## src/rtl/bridge_rx.sv

```systemverilog
// ASCII command parser: turns "R"+4 hex / "W"+8 hex + CR|LF byte streams from a UART
// receiver into single-cycle bus read/write requests with registered outputs.
module bridge_rx (
  input  logic        clk,
  input  logic        rst_n,
  input  logic [7:0]  data_i,
  input  logic        valid_i,
  output logic [15:0] addr_o,
  output logic [15:0] data_o,
  output logic        rw_o,
  output logic        valid_o,
  output logic        error_o
);

  typedef enum logic [1:0] {StIdle, StRead, StWrite} state_e;

  state_e      state_q, state_d;
  logic [3:0]  cnt_q, cnt_d;
  logic [31:0] buf_q, buf_d;
  logic [15:0] addr_q, addr_d, data_q, data_d;
  logic        rw_q, rw_d, valid_q, valid_d, error_q, error_d;

  logic        is_hex, is_term, is_rd, is_wr;
  logic [3:0]  nib, limit;

  // Byte classification
  always_comb begin
    is_hex = 1'b1;
    nib    = 4'd0;
    if (data_i >= 8'h30 && data_i <= 8'h39) begin
      nib = data_i[3:0];
    end else if ((data_i >= 8'h41 && data_i <= 8'h46) ||
                 (data_i >= 8'h61 && data_i <= 8'h66)) begin
      nib = data_i[3:0] + 4'd9;
    end else begin
      is_hex = 1'b0;
    end
    is_term = (data_i == 8'h0d) || (data_i == 8'h0a);
    is_rd   = (data_i == 8'h52) || (data_i == 8'h72);
    is_wr   = (data_i == 8'h57) || (data_i == 8'h77);
    limit   = (state_q == StWrite) ? 4'd8 : 4'd4;
  end

  always_comb begin
    state_d = state_q;
    cnt_d   = cnt_q;
    buf_d   = buf_q;
    addr_d  = addr_q;
    data_d  = data_q;
    rw_d    = rw_q;
    valid_d = 1'b0;
    error_d = 1'b0;
    if (valid_i) begin
      // A command letter always restarts parsing, abandoning any partial message.
      if (is_rd) begin
        state_d = StRead;
        cnt_d   = 4'd0;
        buf_d   = 32'd0;
      end else if (is_wr) begin
        state_d = StWrite;
        cnt_d   = 4'd0;
        buf_d   = 32'd0;
      end else if (state_q != StIdle) begin
        if (is_hex && cnt_q < limit) begin
          buf_d = {buf_q[27:0], nib};
          cnt_d = cnt_q + 4'd1;
        end else if (is_term && cnt_q == limit) begin
          state_d = StIdle;
          valid_d = 1'b1;
          if (state_q == StWrite) begin
            rw_d   = 1'b1;
            addr_d = buf_q[31:16];
            data_d = buf_q[15:0];
          end else begin
            rw_d   = 1'b0;
            addr_d = buf_q[15:0];
            data_d = 16'd0;
          end
        end else begin
          state_d = StIdle;
          error_d = 1'b1;
        end
      end
    end
  end

  always_ff @(posedge clk or negedge rst_n) begin
    if (!rst_n) begin
      state_q <= StIdle;
      cnt_q   <= 4'd0;
      buf_q   <= 32'd0;
      addr_q  <= 16'd0;
      data_q  <= 16'd0;
      rw_q    <= 1'b0;
      valid_q <= 1'b0;
      error_q <= 1'b0;
    end else begin
      state_q <= state_d;
      cnt_q   <= cnt_d;
      buf_q   <= buf_d;
      addr_q  <= addr_d;
      data_q  <= data_d;
      rw_q    <= rw_d;
      valid_q <= valid_d;
      error_q <= error_d;
    end
  end

  assign addr_o  = addr_q;
  assign data_o  = data_q;
  assign rw_o    = rw_q;
  assign valid_o = valid_q;
  assign error_o = error_q;

endmodule
```

## config.mk

```make
export PLATFORM = sky130hd
export DESIGN_NAME = bridge_rx
export DESIGN_NICKNAME = d
export VERILOG_FILES = /design/src/rtl/bridge_rx.sv
export SDC_FILE = /design/constraint.sdc
export NUM_CORES = 1
export LEC_CHECK = 0
export ABC_AREA = 0
export BUFFER_PORTS_ARGS = -buffer_cell sky130_fd_sc_hd__buf_2
export CELL_PAD_IN_SITES_DETAIL_PLACEMENT = 1
export CELL_PAD_IN_SITES_GLOBAL_PLACEMENT = 2
export CORE_MARGIN = 1
export CORE_UTILIZATION = 35
export DETAILED_ROUTE_END_ITERATION = 10
export GPL_TIMING_DRIVEN = 0
export PLACE_DENSITY_LB_ADDON = 0.2
export SYNTH_ARGS = -nofsm -noshare
export SYNTH_HDL_FRONTEND = slang
export SYNTH_SLANG_ARGS = --single-unit
```

## constraint.sdc

```tcl
create_clock -name clk -period 3.1 [get_ports clk]
set_input_delay 0.62 -clock clk [delete_from_list [all_inputs] [get_ports clk]]
set_output_delay 0.62 -clock clk [all_outputs]
set_load 0.01 [all_outputs]
```

==> results of run 1 <==
-- cell type report --
type / count / area (um2)
clock buffer: 12 / 135
inverter: 8 / 30.0
sequential: 73 / 1830
tap: 129 / 161
clock inverter: 3 / 18.8
buffer: 22 / 113
multi-input combinational: 250 / 1380
timing repair buffer: 45 / 243
fill: 1075 / 5330
-- sequential cells by signal, summed over array words and instances (netlist names) --
signal,flops
buf_q,32
addr_o,16
data_o,16
cnt_q,4
state_q,2
error_o,1
rw_o,1
valid_o,1
-- worst max-delay path: cells and delay by family (launching register included) --
family          cells  cell delay, ps
simple gates        5            1080
flops               1             400
compound gates      1              90
fa+ha+maj           1             310
buf+inv             4             720
-- metal layers --
layer  up-vias  GRT usage [%]  wire, um
li1       1298              -         -
met1      1264           26.5      4200
met2        40           31.8      4080
met3        14           2.46       256
met4         0           6.45       130
met5         -              0         0
-- cell families after synthesis --
kind of cell	share of synthesized area [%]
AND/OR/NAND/NOR	22.2
multiplexers	5.39
AO/OA/AOI/OAI	9.92
flip-flops	54.7
adder cells (fa/ha/maj)	3.00
buffers and inverters	4.04
XOR/XNOR	0.786
-- stage by stage --
stage,utilization (%),TNS [ps]
finish,42.3,0
floorplan,-,0
detailed placement,40.5,-1.74
CTS,42.2,0
global placement,40.3,0
global route,42.3,0
-- power groups by stage --
stage               clock network, W  registers [W]  logic [W]
global route                0.000677       0.000997   0.000185
floorplan                          0        0.00100  0.0000961
detailed placement                 0        0.00101   0.000163
CTS                         0.000643       0.000994   0.000164
finish                      0.000623       0.000994   0.000161
global placement                   0        0.00101   0.000157
-- cells in the final DEF (no fill, tap or decap), drive strengths merged --
cell and n:
mux2i 18, a21oi 5, nor4bb 1, o21a 1
nor3 3, nand3 36, a211oi 1, and3 3
buf 52, xor2 1, o21bai 1, dfrtp 73
or4b 1, nand2 111, and2 1, nor2 2
nand4 1, o211a 1, nor2b 2, nor3b 1
a211o 1, clkbuf 27, o21ai 42, a22oi 1
nand4b 1, o211ai 1, xnor2 2, clkinv 3
o31ai 1, ha 8, inv 8, or4bb 3
-- worst max path at each step --
stage                    start    endpoint  slack [ps]  cells after the start
floorplan           state_q[0]   addr_o[0]         700                     11
global placement    state_q[0]  addr_o[15]           3                     11
detailed placement  state_q[0]   data_o[0]          -2                     11
CTS                 state_q[0]  data_o[11]          20                     11
global route        state_q[1]   data_o[8]          50                     10
finish              state_q[0]  data_o[11]         380                     11
-- timing repair --
action                                  in CTS  in global routing
endpoints found under the setup margin       7                 33
hold buffers                                 0                  0
endpoints found under the hold margin        0                  0
resized for setup                            1                 11
gates cloned                                 0                  0
==> impl_results.md, run 1 <==
* Antenna diodes at 0
* Cell Rows at 35
* Sequential share of the synthesized area at between 50 and 60%
* Setup Skew at 12.9 ps
* PortBufs at 44
* DP Wirelength at around 6.4 mm
* Worst hold slack at approximately 230 ps
* Post-CTS Setup Bufs at 0
* Comb pwr share at approximately 9.1%
* Pre-CTS WS at -1.74 ps
* Async SR Flop Fraction at 100%
* Cell mode on critical path: clkbuf_2
* P_int at around 0.0013 W
* Layout area overhead at 16.9%
* Share of cells above drive strength 1 at around 18%
* First-pass GRT wire length at 14.7 mm
* PwrDens at ~450 mW/mm2
* Die area at a little under 0.01 mm2
* Vias at between 2000 and 3000
* Total of max-cap violations at 0
* Boundary Pins at 46
* Number of DRC markers in iteration 0 at between 100 and 150
* Clock network latency to the later pin of the worst-skew pair at 340 ps
* GR Util All Layers at between 10% and 20%
* Critical path required time at around 3300 ps
* Count of cell types in the netlist at 37
* Final setup viols at 0
* Leakage at roughly 2.0 nW
* Clock Power Share at a little over a third
* Initial antenna violation count at 0
* Placed cell count at between 500 and 600
* Nets at around 430
* Via density at approximately 4.8
* Remaining Overflow, GRT at 0
* Critical path arrival at around 2900 ps
* Max VDD drop at ~0.00020 V
* Final instance area at between 0.003 and 0.004 mm2
* Minimum clock period at between 2000 and 3000 ps
* Number of flops mapped to enable cells by yosys at 0
* Post-Synthesis Cells at between 300 and 400
* Gpl congestion at 0.790
* Die span in x at 99.7 um
* Synth Warn # at 0
* Least-Margin Pin Slew at 809 ps
* Core area at between 0.009 and 0.01 mm2
* Reg2reg start: state_q[0]
* Post-Route WL at 8.66 mm
* Ranking of synthesized cells by area: dfrtp_1 55%, nand2_1 12%, o21ai_0 5.7%
* Main synth FF type: dfrtp_1
* CTS tree: done
* Final Cycle Share at around 88%
* Synth area leader: dfrtp_1
* Commonest cells in the netlist: 111 x nand2_1, 73 x dfrtp_1, 38 x o21ai_0
* CP Max Fanout at 10
* Max Transition Viols Final at 0
* Worst-path clk slew at around 80 ps
* Final Power at 0.00178 W
* Area after DPL at ~0.0037 mm2
* H-tree levels at 3
* Post-Syn Area at between 0.003 and 0.004 mm2
* Final Hold Fails at 0
* CTS root buffer: clkbuf_8
* Drt first pass iters at 4
* Initial core utilization at 36.2%
* CP max stage delay at between 500 and 600 ps
* Type of origin of the critical path: flop
* Antenna Violating Nets Remaining at 0
* Largest net degree at the start of global routing at 39
* Number of global-route vias before repair at ~2800
* Unrepaired setup endpoints after global routing: no
* F_max at about 370 MHz
* Register-to-register setup slack at 380 ps
* FF-to-FF path depth at 11
* Sw Ratio at roughly a quarter
* Slew headroom at 46.1%
* Crit-path cells: nor2b_1 -> clkbuf_2 -> inv_2 -> ha_1 -> or4bb_1 -> nor3_1 -> nand2_1 -> clkbuf_2 -> clkbuf_2 -> nand2_1 -> o21ai_0
* Worst setup margin at around 380 ps
* Crit Path Category: reg -> reg
* CTS Sinks at 73
* Net Sw Power at around 0.00046 W
* Die height at roughly 100 um
* Sequential Power Share at a little under three fifths
* Status: finished, final reports clean
* CP endpoint kind: flop
* DR DRC count at 0
* Syn_nets at 372
* Reg-to-reg endpoint: data_o[11]
* Yosys reg bits at 73
* Worst hold path type: in -> async
* Non-filler instance count after layout at between 500 and 600
* Routed wire per std cell at 16.0 um
* Slowest-stage cell, CP: or4bb_1
* Area share of the largest cell type after synthesis at between 50% and 60%
* Mapped Avg Cell Area at 9.47 um2
* Inserted Clock Buffers at 9
* Most instantiated library cell after synthesis: nand2_1
* Worst-case clock buffer depth at 2
Note: power is estimated with default switching activity, not from simulation.
==> run 2, diff against run 1 <==
Settings changed: RECOVER_POWER set to 100.
==> run 2 against run 1 <==
Net effect:
- the run now ends with max-capacitance violations, max-slew violations left
- via count fell by 0.15%
- register-to-register slack hardly changed
- die area stayed put
- sequential power is essentially flat
- combinational power barely moved
- worst setup slack got worse by 15 ps
- fmax is 0.54% lower
- sequential cell count unchanged
- total power is essentially flat
- sequential share of layout area rose by 0.73 points
- critical path type unchanged
- largest power group unchanged
==> impl_results.md, run 2 (synthesized netlist as in run 1, its figures left out) <==
* Status: finished with violations (was finished, final reports clean)
* Violated checks: max-capacitance violations, max-slew violations
* Die area at 0.00994 mm2 (unchanged)
* Cell mode on critical path: clkbuf_2 (unchanged)
* PwrDens at 462 mW/mm2 (was 455 mW/mm2)
* Leakage at 1.79 nW (was 1.95 nW)
* Total of max-cap violations at 1 (was 0)
* Routed wire per std cell at 16.1 um (was 16.0 um)
* Initial antenna violation count at 0 (unchanged)
* Share of cells above drive strength 1 at 8.72% (was 18.4%)
* Post-Route WL at 8.71 mm (was 8.66 mm)
* Routed length on met3 at 233 um (was 256 um)
* Unrepaired setup endpoints after global routing: no (unchanged)
* Final instance area at 0.00385 mm2 (was 0.00391 mm2)
* Register with the most flip-flops: buf_q (unchanged)
* Crit-path cells: nor2b_1 -> clkbuf_2 -> inv_2 -> ha_1 -> or4bb_1 -> nor3_1 -> nand2_1 -> clkbuf_2 -> clkbuf_2 -> nand2_1 -> o21ai_0 (unchanged)
* Slowest-stage cell, CP: or4bb_1 (unchanged)
* Die span in x at 99.7 um (unchanged)
* Net Sw Power at 0.000462 W (was 0.000461 W)
* Worst-path clk slew at 80 ps (about the same)
* Routed wl met2 at 4.03 mm (was 4.08 mm)
* Critical path startpoint: state_q[0] (unchanged)
* Final setup viols at 0 (unchanged)
* Worst-case clock buffer depth at 2 (unchanged)
* Max Transition Viols Final at 36 (was 0)
* Antenna diodes at 0 (unchanged)
* Sw Ratio at 26.0% (about the same)
* CP endpoint: data_o[11] (unchanged)
* Minimum clock period at 2740 ps (was 2720 ps)
* Critical path required time at 3320 ps (about the same)
* Worst hold slack at 480 ps (was 227 ps)
* CTS tree: done (unchanged)
* H-tree levels at 3 (unchanged)
* Final Power at 0.00178 W (about the same)
* Antenna Violating Nets Remaining at 0 (unchanged)
* Register-to-register setup slack at 360 ps (was 380 ps)
* Reg2reg start: state_q[0] (unchanged)
* GR Util All Layers at 19.4% (unchanged)
* Number of global-route vias before repair at 2753 (unchanged)
* Critical path arrival at 2950 ps (was 2940 ps)
* CP Max Fanout at 10 (unchanged)
* Largest net degree at the start of global routing at 39 (unchanged)
* Comb pwr share at 8.9% (was 9.1%)
* Sequential Power Share at 55.9% (about the same)
* Final Cycle Share at 88.2% (was 87.8%)
* Commonest cells after routing, fill and taps aside: 111 x nand2_1, 73 x dfrtp_1, 51 x clkbuf_1 (was 111 x nand2_1, 73 x dfrtp_1, 47 x buf_2)
* DR DRC count at 0 (unchanged)
* Core area at 0.00924 mm2 (unchanged)
* CP max stage delay at 510 ps (about the same)
* Via density at 4.82 (was 4.83)
* M1 WL at 4.33 mm (was 4.20 mm)
* CTS root buffer: clkbuf_8 (unchanged)
* First-pass GRT wire length at 14.7 mm (unchanged)
* CTS Sinks at 73 (unchanged)
* Setup Skew at 12.7 ps (was 12.9 ps)
* Max VDD drop at 0.000198 V (was 0.000200 V)
* Cell Rows at 35 (unchanged)
* FF-to-FF path depth at 11 (unchanged)
* DP Wirelength at 6.40 mm (unchanged)
* Cts hold-fix bufs at 0 (unchanged)
* Largest register FFs at 32 (unchanged)
* Vias at 2612 (was 2616)
* Max layer used: met4 (unchanged)
* Final Hold Fails at 0 (unchanged)
* Area after DPL at 0.00375 mm2 (unchanged)
* Layout area overhead at 15.1% (was 16.9%)
* # fillers at 1080 (was 1075)
* P_int at 0.00131 W (was 0.00132 W)
* Crit Path Category: reg -> reg (unchanged)
* Inserted Clock Buffers at 9 (unchanged)
* Nets at 428 (unchanged)
* Type of origin of the critical path: flop (unchanged)
* Drt first pass iters at 4 (unchanged)
* Initial core utilization at 36.2% (unchanged)
* CP top delay family: simple AND/OR/NAND/NOR gates (unchanged)
* Number of DRC markers in iteration 0 at 119 (was 116)
* CP endpoint kind: flop (unchanged)
* Clock Power Share at 35.2% (was 35.0%)
* Slew headroom at -37.5% (was 46.1%)
* Die height at 99.7 um (unchanged)
* Commonest non-fill, non-tap cell in the layout: nand2_1 (unchanged)
* F_max at 366 MHz (was 368 MHz)
* Remaining Overflow, GRT at 0 (unchanged)
* Worst hold path type: reg -> reg (was in -> async)
* Worst path depth at 11 (unchanged)
* Boundary Pins at 46 (unchanged)
* Gpl congestion at 0.790 (unchanged)
* Buf+Inv Stages, Crit Path at 4 (unchanged)
* PortBufs at 44 (unchanged)
* Least-Margin Pin Slew at 2060 ps (was 809 ps)
* Reg-to-reg endpoint: data_o[11] (unchanged)
* Clock network latency to the later pin of the worst-skew pair at 340 ps (about the same)
## run 2: per-stage QoR
step,setup TNS (ps),utilization (%),instances,setup WS (ps)
finish,0,41.6,542,365
global route,0,41.6,542,55.5
CTS,0,42.2,542,16.9
detailed placement,-1.74,40.5,527,-1.74
global placement,0,40.3,526,2.79
floorplan,0,-,353,703
## run 2: cell type report
type                       instances  area (um2)  share of cell area, %
sequential                        73        1830                   47.5
multi-input combinational        250        1370                   35.6
clock buffer                      12         135                   3.51
inverter                           8        30.0                  0.780
timing repair buffer              45         194                   5.04
tap                              129         161                   4.20
clock inverter                     3        18.8                  0.488
buffer                            22         111                   2.89
## run 2: power by group through the flow
stage | clock network [W] | registers (W) | logic (W)
floorplan | 0 | 0.00100 | 0.0000961
global placement | 0 | 0.00101 | 0.000157
detailed placement | 0 | 0.00101 | 0.000163
CTS | 0.000643 | 0.000994 | 0.000164
global route | 0.000677 | 0.000997 | 0.000183
finish | 0.000625 | 0.000994 | 0.000158
## run 2: worst register-to-register path: stages (launching register included)
cell and delay [ps]:
dfrtp_1 400, nor2b_1 110, clkbuf_2 170, inv_2 100, ha_1 310, or4bb_1 510
nor3_1 210, nand2_1 150, clkbuf_2 220, clkbuf_2 240, nand2_1 110, o21ai_0 90
## run 2: how the worst min path moves through the flow
stage	from	endpoint	depth (start not counted)
floorplan	rst_n	addr_o[0]	0
global placement	addr_o[3]	addr_o[3]	2
detailed placement	addr_o[13]	addr_o[13]	2
CTS	rst_n	data_o[5]	1
global route	addr_o[12]	addr_o[12]	2
finish	addr_o[2]	addr_o[2]	2
## run 2: layer usage
layer / track usage (%) / up-vias
met3: 2.46 / 10
met4: 6.45 / 0
met5: 0 / -
met1: 26.5 / 1265
met2: 31.8 / 40
li1: - / 1297
## run 2: timing repair
item                                    in CTS  in global routing
endpoints found under the hold margin        0                  0
buffers inserted                             0                  0
gates resized for setup                      1                 11
endpoints found under the setup margin       7                 33
